==> src/rtl/hazard_ctrl_pkg.sv <==
// Shared definitions for the pipeline hazard controller: scoreboard entry
// flags, the forwarding "no source" code and elaboration-time helpers.
package hazard_ctrl_pkg;

    // Forward select that means "take the operand from the ID/EX register".
    localparam int FWD_NONE = 0;

    typedef struct packed {
        logic valid;
        logic regwr;
        logic load;
    } entry_flags_t;

    localparam entry_flags_t ENTRY_EMPTY = '{valid: 1'b0, regwr: 1'b0, load: 1'b0};

    function automatic int clog2(input int n);
        int r;
        r = 0;
        while ((1 << r) < n) r++;
        return r;
    endfunction

    // Entry index at whose end a writer's result can be forwarded.
    function automatic int ready_stage(input logic load, input int mem_stage);
        return load ? mem_stage : 1;
    endfunction

endpackage

==> src/rtl/hazard_ctrl_sb_match.sv <==
// Youngest-writer search for one ID source operand across the scoreboard,
// returning the hit, its entry index and whether it must stall ID.
module sb_match
    import hazard_ctrl_pkg::*;
#(
    parameter int DEPTH     = 3,
    parameter int REG_W     = 5,
    parameter int FWD_EN    = 1,
    parameter int MEM_STAGE = 2,
    parameter int K_W       = clog2(DEPTH + 1)
) (
    input  logic                      id_valid,
    input  logic [REG_W-1:0]          src,
    input  logic                      used,
    input  entry_flags_t [DEPTH:1]    flags,
    input  logic [DEPTH:1][REG_W-1:0] dest,
    output logic                      hit,
    output logic [K_W-1:0]            k,
    output logic                      hazard
);

    logic hit_load;

    always_comb begin
        // NOTE: every output gets a default before any branch, so no latch is inferred.
        hit      = 1'b0;
        k        = '0;
        hit_load = 1'b0;
        hazard   = 1'b0;
        if (id_valid && used && (src != '0)) begin
            // Scan oldest to youngest so the smallest matching index wins.
            for (int i = DEPTH; i >= 1; i--) begin
                if (flags[i].valid && flags[i].regwr && (dest[i] == src)) begin
                    hit      = 1'b1;
                    k        = K_W'(i);
                    hit_load = flags[i].load;
                end
            end
        end
        if (hit) begin
            if (FWD_EN != 0) begin
                hazard = int'(k) < ready_stage(hit_load, MEM_STAGE);
            end else begin
                hazard = int'(k) < DEPTH;
            end
        end
    end

endmodule

==> src/rtl/hazard_ctrl.sv <==
// Parametrised pipeline hazard controller: in-flight writer scoreboard,
// stall/flush generation, registered forwarding selects and event counters.
module hazard_ctrl
    import hazard_ctrl_pkg::*;
#(
    parameter int DEPTH     = 3,
    parameter int REG_W     = 5,
    parameter int FWD_EN    = 1,
    parameter int MEM_STAGE = 2,
    parameter int CNT_W     = 16
) (
    input  logic                          clk,
    input  logic                          rst_n,
    input  logic                          id_valid,
    input  logic [REG_W-1:0]              id_rs,
    input  logic                          id_rs_used,
    input  logic [REG_W-1:0]              id_rt,
    input  logic                          id_rt_used,
    input  logic [REG_W-1:0]              id_rd,
    input  logic                          id_regwr,
    input  logic                          id_load,
    input  logic                          ex_br_taken,
    input  logic                          ext_stall,
    output logic                          stall,
    output logic                          flush,
    output logic [clog2(DEPTH+1)-1:0]     fwd_a,
    output logic [clog2(DEPTH+1)-1:0]     fwd_b,
    output logic [CNT_W-1:0]              stall_cnt,
    output logic [CNT_W-1:0]              flush_cnt
);

    localparam int K_W = clog2(DEPTH + 1);

    entry_flags_t [DEPTH:1]    flags;
    logic [DEPTH:1][REG_W-1:0] dest;
    entry_flags_t              id_flags;

    logic           hit_a, hit_b;
    logic           haz_a, haz_b;
    logic [K_W-1:0] k_a, k_b;
    logic [K_W-1:0] fwd_a_nxt, fwd_b_nxt;
    logic           issue;

    sb_match #(
        .DEPTH(DEPTH), .REG_W(REG_W), .FWD_EN(FWD_EN), .MEM_STAGE(MEM_STAGE), .K_W(K_W)
    ) u_match_a (
        .id_valid (id_valid),
        .src      (id_rs),
        .used     (id_rs_used),
        .flags    (flags),
        .dest     (dest),
        .hit      (hit_a),
        .k        (k_a),
        .hazard   (haz_a)
    );

    sb_match #(
        .DEPTH(DEPTH), .REG_W(REG_W), .FWD_EN(FWD_EN), .MEM_STAGE(MEM_STAGE), .K_W(K_W)
    ) u_match_b (
        .id_valid (id_valid),
        .src      (id_rt),
        .used     (id_rt_used),
        .flags    (flags),
        .dest     (dest),
        .hit      (hit_b),
        .k        (k_b),
        .hazard   (haz_b)
    );

    // A taken branch squashes ID anyway, so it masks any stall request.
    assign flush    = ex_br_taken & ~ext_stall;
    assign stall    = (haz_a | haz_b) & ~flush;
    assign issue    = id_valid & ~stall & ~flush;
    assign id_flags = '{valid: 1'b1, regwr: id_regwr, load: id_load};

    always_comb begin
        fwd_a_nxt = K_W'(FWD_NONE);
        fwd_b_nxt = K_W'(FWD_NONE);
        // Issuing implies neither operand stalls; the writer is one stage further on in EX.
        if ((FWD_EN != 0) && issue) begin
            if (hit_a && (int'(k_a) < DEPTH)) fwd_a_nxt = k_a + 1'b1;
            if (hit_b && (int'(k_b) < DEPTH)) fwd_b_nxt = k_b + 1'b1;
        end
    end

    always_ff @(posedge clk) begin
        if (!rst_n) begin
            flags     <= '0;
            fwd_a     <= '0;
            fwd_b     <= '0;
            stall_cnt <= '0;
            flush_cnt <= '0;
        end else if (!ext_stall) begin
            flags[1] <= issue ? id_flags : ENTRY_EMPTY;
            for (int i = 2; i <= DEPTH; i++) begin
                flags[i] <= flags[i-1];
            end
            fwd_a <= fwd_a_nxt;
            fwd_b <= fwd_b_nxt;
            if (stall && (stall_cnt != '1)) stall_cnt <= stall_cnt + 1'b1;
            if (flush && (flush_cnt != '1)) flush_cnt <= flush_cnt + 1'b1;
        end
    end

    // NOTE: destination fields carry no reset; the valid flag of the same entry gates every use.
    always_ff @(posedge clk) begin
        if (!ext_stall) begin
            dest[1] <= id_rd;
            for (int i = 2; i <= DEPTH; i++) begin
                dest[i] <= dest[i-1];
            end
        end
    end

endmodule

==> config.mk <==
export PLATFORM = sky130hd
export DESIGN_NAME = hazard_ctrl
export DESIGN_NICKNAME = d
export VERILOG_FILES = /design/src/rtl/hazard_ctrl_pkg.sv /design/src/rtl/hazard_ctrl_sb_match.sv /design/src/rtl/hazard_ctrl.sv
export SDC_FILE = /design/constraint.sdc
export NUM_CORES = 1
export LEC_CHECK = 0
export CAP_MARGIN = 10
export CELL_PAD_IN_SITES_DETAIL_PLACEMENT = 1
export CELL_PAD_IN_SITES_GLOBAL_PLACEMENT = 1
export CORE_MARGIN = 4
export CORE_UTILIZATION = 39
export DETAILED_ROUTE_END_ITERATION = 6
export PLACE_DENSITY_LB_ADDON = 0.1
export SKIP_LAST_GASP = 1
export SLEW_MARGIN = 25
export SYNTH_ARGS = -nofsm -noshare
export SYNTH_HDL_FRONTEND = slang
export SYNTH_SLANG_ARGS = --single-unit
==> constraint.sdc <==
create_clock -name clk -period 6.4 [get_ports clk]
set_input_delay 1.6 -clock clk [delete_from_list [all_inputs] [get_ports clk]]
set_output_delay 1.6 -clock clk [all_outputs]
set_load 0.1 [all_outputs]
# After elaboration in Yosys (flattened, before gate mapping)

Index checks and enable logic that the tools add are counted.

$add $sub $neg: 4
Magnitude comparators: 4
Equality and inequality tests: 8
Multiplexer cells: 33
Bitwise gates (word level): 8
Reductions and logical operators: 21

Operators by type and width:

| kind                                               | number |
|---|---|
| less-than comparator 3 x 32 -> 1 bit               | 2 |
| adder 16 x 1 -> 16 bit (second input constant)     | 2 |
| != test 16 bit (second input constant)             | 2 |
| == test 5 bit                                      | 6 |
| two-way mux 2 bit                                  | 14 |
| two-way mux 1 bit                                  | 18 |
| logical AND 1 bit                                  | 17 |
| nonzero test 5 bit                                 | 2 |
| adder 2 x 1 -> 2 bit (second input constant)       | 2 |
| bitwise AND 1 bit                                  | 4 |
| less-than comparator 2 bit (second input constant) | 2 |
| AND reduction 2 bit                                | 2 |
| two-way mux 3 bit                                  | 1 |
| inverter 1 bit                                     | 3 |
| OR 1 bit                                           | 1 |

Register bits: 60
Input port bits: 24
Output and inout port bits: 38
Word-level logic and storage cells: 94

# Logic depth before layout (Yosys ltp)

Depth in word-level cells: 15
Gate-level depth with buffers: 14
Mapped depth without buffers: 13

# Hierarchy

From an unflattened synthesis, not the netlist that was laid out.

Cells, all modules: 347
Area, all modules: 3216.8 um^2

Modules (own cells, without submodules):

| module      | times used | cells each | area an instance (um^2) | seq. area each (um^2) |
|---|---|---|---|---|
| hazard_ctrl | 1          | 263        | 2618.8                  | 1351.3 |
| sb_match    | 2          | 42         | 299.0                   | 0.0 |

# Worst setup path before layout

No wires, ideal clock.

Kind: input port to output port
Start: in id_rs[0]
End: out stall
Arrival time: 5.347 ns
Required time: 4.800 ns
Path slack: -0.547 ns
Stages: 10
Buffers on the path: 1
Cells stage by stage: or4_2 -> o211ai_1 -> nor3_1 -> ha_1 -> nand3_1 -> o31ai_1 -> or4_1 -> and2_4 -> buf_6 -> a21oi_1

Cells in the longest elaborated chain, start to end: 11
Elaborated cells between the ends (all ways): 25
Classes of those cells: 1 x order compare; 3 x eq/ne; 14 x mux; 2 x bitwise; 5 x reduce/logical

RTL lines:

| what                                 | RTL line                   | text |
|---|---|---|
| start: declaration                   | hazard_ctrl.sv:15          | `input logic [REG_W-1:0] id_rs,` |
| == test 5 bit                        | hazard_ctrl_sb_match.sv:33 | `if (flags[i].valid && flags[i].regwr && (dest[i] == src)) begin` |
| logical AND 1 bit                    | hazard_ctrl_sb_match.sv:33 |  |
| two-way mux 1 bit (3 in a row)       | hazard_ctrl_sb_match.sv:33 |  |
| two-way mux 1 bit                    | hazard_ctrl_sb_match.sv:30 | `if (id_valid && used && (src != '0)) begin` |
| two-way mux 2 bit                    | hazard_ctrl_pkg.sv:25      | `return load ? mem_stage : 1;` |
| less-than comparator 3 x 32 -> 1 bit | hazard_ctrl_sb_match.sv:42 | `hazard = int'(k) < ready_stage(hit_load, MEM_STAGE);` |
| two-way mux 1 bit (*)                | hazard_ctrl_sb_match.sv:40 | `if (hit) begin` |
| OR 1 bit (*)                         | hazard_ctrl.sv:72          | `assign stall = (haz_a \| haz_b) & ~flush;` |
| bitwise AND 1 bit (*)                | hazard_ctrl.sv:72          |  |
| end: declaration                     | hazard_ctrl.sv:24          | `output logic stall,` |

Every way passes the cells marked *; elsewhere a longest branch is shown, timed or not.

# Worst setup path in the final report

Start: in id_rs[3]
End: out stall

Same word-level chain as after synthesis.

==> results.json <==
{
  "gp_congestion": 0.879,
  "layout_min_cycle_time_ns": 6.16,
  "yosysSeqAreaShare": 0.420,
  "cts-htree-levels": 3,
  "clk_latency_ns": 0.34,
  "synth_edf_count": 15,
  "final.period_utilization": 0.962,
  "dr.pass1.iters": 4,
  "core_area_um2": 7890,
  "cp_data_arrival_time_ns": 4.56,
  "cp-end-kind": "output port",
  "drive_gt1_frac": 0.114,
  "gr-total-overflow": 0,
  "synth_cell_types": 54,
  "total_power_uw": 801,
  "synth_top_area_frac": 0.280,
  "synth-seq-cells": 60,
  "port_buffers": 61,
  "p_leak_nw": 1.51,
  "syn_inst": 346,
  "ios": 62,
  "path_cells": "dlygate4sd2_1 -> xor2_1 -> nor4_2 -> nand3b_1 -> nor2_1 -> a31oi_1 -> a211o_1 -> ha_1 -> nand3_1 -> o31ai_1 -> or4_1 -> and2_4 -> a21oi_1 -> buf_4 -> buf_12",
  "clockBufferDepth": 2,
  "tightest_slew_ns": 0.980,
  "areaGrowthSynthToFinish_pct": 31.9,
  "start_util": 0.408,
  "final_cell_mix": "clkdlybuf4s50_1, dfxtp_1, nand2_1, nor2_1, xnor2_1",
  "postLayoutCoreUtil": 0.537,
  "dpl.hpwl_um": 6470,
  "slew_headroom": 0.345,
  "grt_busiest_layer": "met2",
  "worstPathRequired_ns": 4.80,
  "drc": 0,
  "cts_tree": "done",
  "wl_per_cell_um": 16.6,
  "grt_util_met3": 0.0382,
  "startpoint_type": "primary input",
  "ir_worst_vdd_mv": 0.0922,
  "grt_max_degree": 31,
  "syn_nets": 376,
  "worst_path_largest_cell_delay_ns": 0.56,
  "syn_avg_cell_area_um2": 9.29,
  "setup-tns-final_ns": 0,
  "final-seq-area_um2": 1350,
  "grt_util_met2": 0.311,
  "cts_sinks": 60,
  "place_area_um2": 4020,
  "antenna_found_initial": 0,
  "fin_skew_ns": 0.00796,
  "die_y_um": 98.8,
  "die_width_um": 98.8,
  "rows": 32,
  "hold_viol": 0,
  "fillCellCount": 915,
  "multi_input_area_um2": 1810,
  "cp_slowest_cell": "or4_1",
  "syn-cell-area_um2": 3210,
  "holdPathStages": 1,
  "cts_hold_repair.buffers": 0,
  "crit_buf_inv": 3,
  "use_met1": 0.233,
  "ys_warn_count": 0,
  "setup_viol": 0,
  "run_status": "finished, final reports clean",
  "cp_top_family": "simple AND/OR/NAND/NOR gates",
  "path_class": "in -> out",
  "dieArea_um2": 9760,
  "synthFlopType": "dfxtp_1",
  "nNetsFinal": 453,
  "final_cell_area_um2": 4240,
  "grt_pass1_vias": 2983,
  "ff2ff_path_depth": 14,
  "final_max_slew_viol_count": 0,
  "post_drt_via_cell_ratio": 5.30,
  "hold_class": "reg -> reg",
  "async_flop_share": 0,
  "power_density_nw_per_um2": 189,
  "clockRootBuffer": "clkbuf_8",
  "fmax_mhz": 162,
  "synth_area_leader_cell": "dfxtp_1",
  "drv_cap": 0,
  "diodes": 0,
  "drtAntennaViolNets": 0,
  "synth.area.top_cells": "dfxtp_1, edfxtp_1, xnor2_1, mux2i_1, xor2_1",
  "grt_use_total": 0.185,
  "mostFrequentLayoutCell": "clkdlybuf4s50_1",
  "drt_iter0_markers": 86,
  "numCtsBuffers": 9,
  "crit_fanout": 4,
  "clk_pin_slew_ns": 0.07,
  "cp.depth": 15,
  "grt_pass1_wl_um": 14600,
  "num_vias": 2809,
  "wl_um": 8820
}
-- where the power goes --
group	total, mW	leakage (nW)	switching [mW]	internal (mW)
sequential	0.408	0.510	0.00985	0.398
clock	0.310	0.0855	0.159	0.152
combinational	0.0826	0.911	0.0462	0.0365
total	0.801	1.51	0.215	0.586
-- kinds of logic (layout without fill, tap and decap cells) --
logic type / after synthesis / count (layout) / synth area share
AO/OA/AOI/OAI: 46 / 46 / 0.108
flip-flops: 60 / 60 / 0.420
buffers and inverters: 19 / 101 / 0.0265
XOR/XNOR: 45 / 45 / 0.123
adder cells (fa/ha/maj): 6 / 6 / 0.0234
AND/OR/NAND/NOR: 150 / 150 / 0.237
multiplexers: 20 / 20 / 0.0623
-- Yosys cell counts, types with 2 or more instances --
library cell	number
mux2i_1	20
nand4_1	14
xnor2_1	23
inv_1	6
dfxtp_1	45
nor3_1	8
clkbuf_1	7
nand2_1	38
or3_1	4
nor2b_1	2
and4_1	2
nand3b_1	2
buf_2	2
o211ai_1	2
edfxtp_1	15
nand2b_1	14
nor4_1	2
a32o_1	2
ha_1	6
and3_1	8
a2111oi_2	2
and2_1	5
a21oi_1	17
o31ai_1	2
xor2_1	22
nand3_1	14
a22o_1	3
o21ai_0	2
nor2_1	31
a21boi_0	2
-- routing by layer --
layer	wire length, um	part of all wire	vias up
met1	4070	0.46	1367
met4	130	0.015	0
met3	305	0.035	9
met2	4310	0.49	48
met5	0	0	-
li1	-	-	1385
-- registers in the layout (all words and copies together), names as in the netlist --
| name | count |
|---|---|
| flush_cnt | 16 |
| stall_cnt | 16 |
| dest | 15 |
| flags | 9 |
| fwd_a | 2 |
| fwd_b | 2 |
-- final cells by class --
cell class,instances,area share
clock buffer,11,0.0334
clock inverter,5,0.00885
inverter,7,0.00620
multi-input combinational,267,0.427
sequential,60,0.319
tap,102,0.0301
timing repair buffer,78,0.176
-- per-stage QoR --
stage / instances / worst slack (ns) / hold slack [ns]
2_1_floorplan: 346 / -0.495 / 0.462
4_1_cts: 529 / 0.00990 / 0.488
6_report: 530 / 0.244 / 0.476
3_3_place_gp: 512 / 0.0179 / 0.459
3_5_place_dp: 512 / -0.0302 / 0.472
5_1_grt: 530 / -0.00587 / 0.514
-- path summary, 6_finish.rpt --
check	from	endpoint	slack (ns)
setup / recovery	id_rs[3]	stall	0.24
hold / removal	fwd_b[1]$_SDFFE_PN0N_	fwd_b[1]$_SDFFE_PN0N_	0.48
setup reg to reg	dest[9]$_DFFE_PN_	stall_cnt[8]$_SDFFE_PN0P_	2.93
hold reg to reg	fwd_b[1]$_SDFFE_PN0N_	fwd_b[1]$_SDFFE_PN0N_	0.48
-- repair_timing --
| item | in CTS | in global routing |
|---|---|---|
| pin swaps | 1 | 5 |
| buffers inserted | 1 | 1 |
| gates resized for setup | 2 | 7 |
| hold endpoints to repair | 0 | 0 |
| endpoints found under the setup margin | 1 | 1 |
Note: power is estimated with default switching activity, not from simulation.
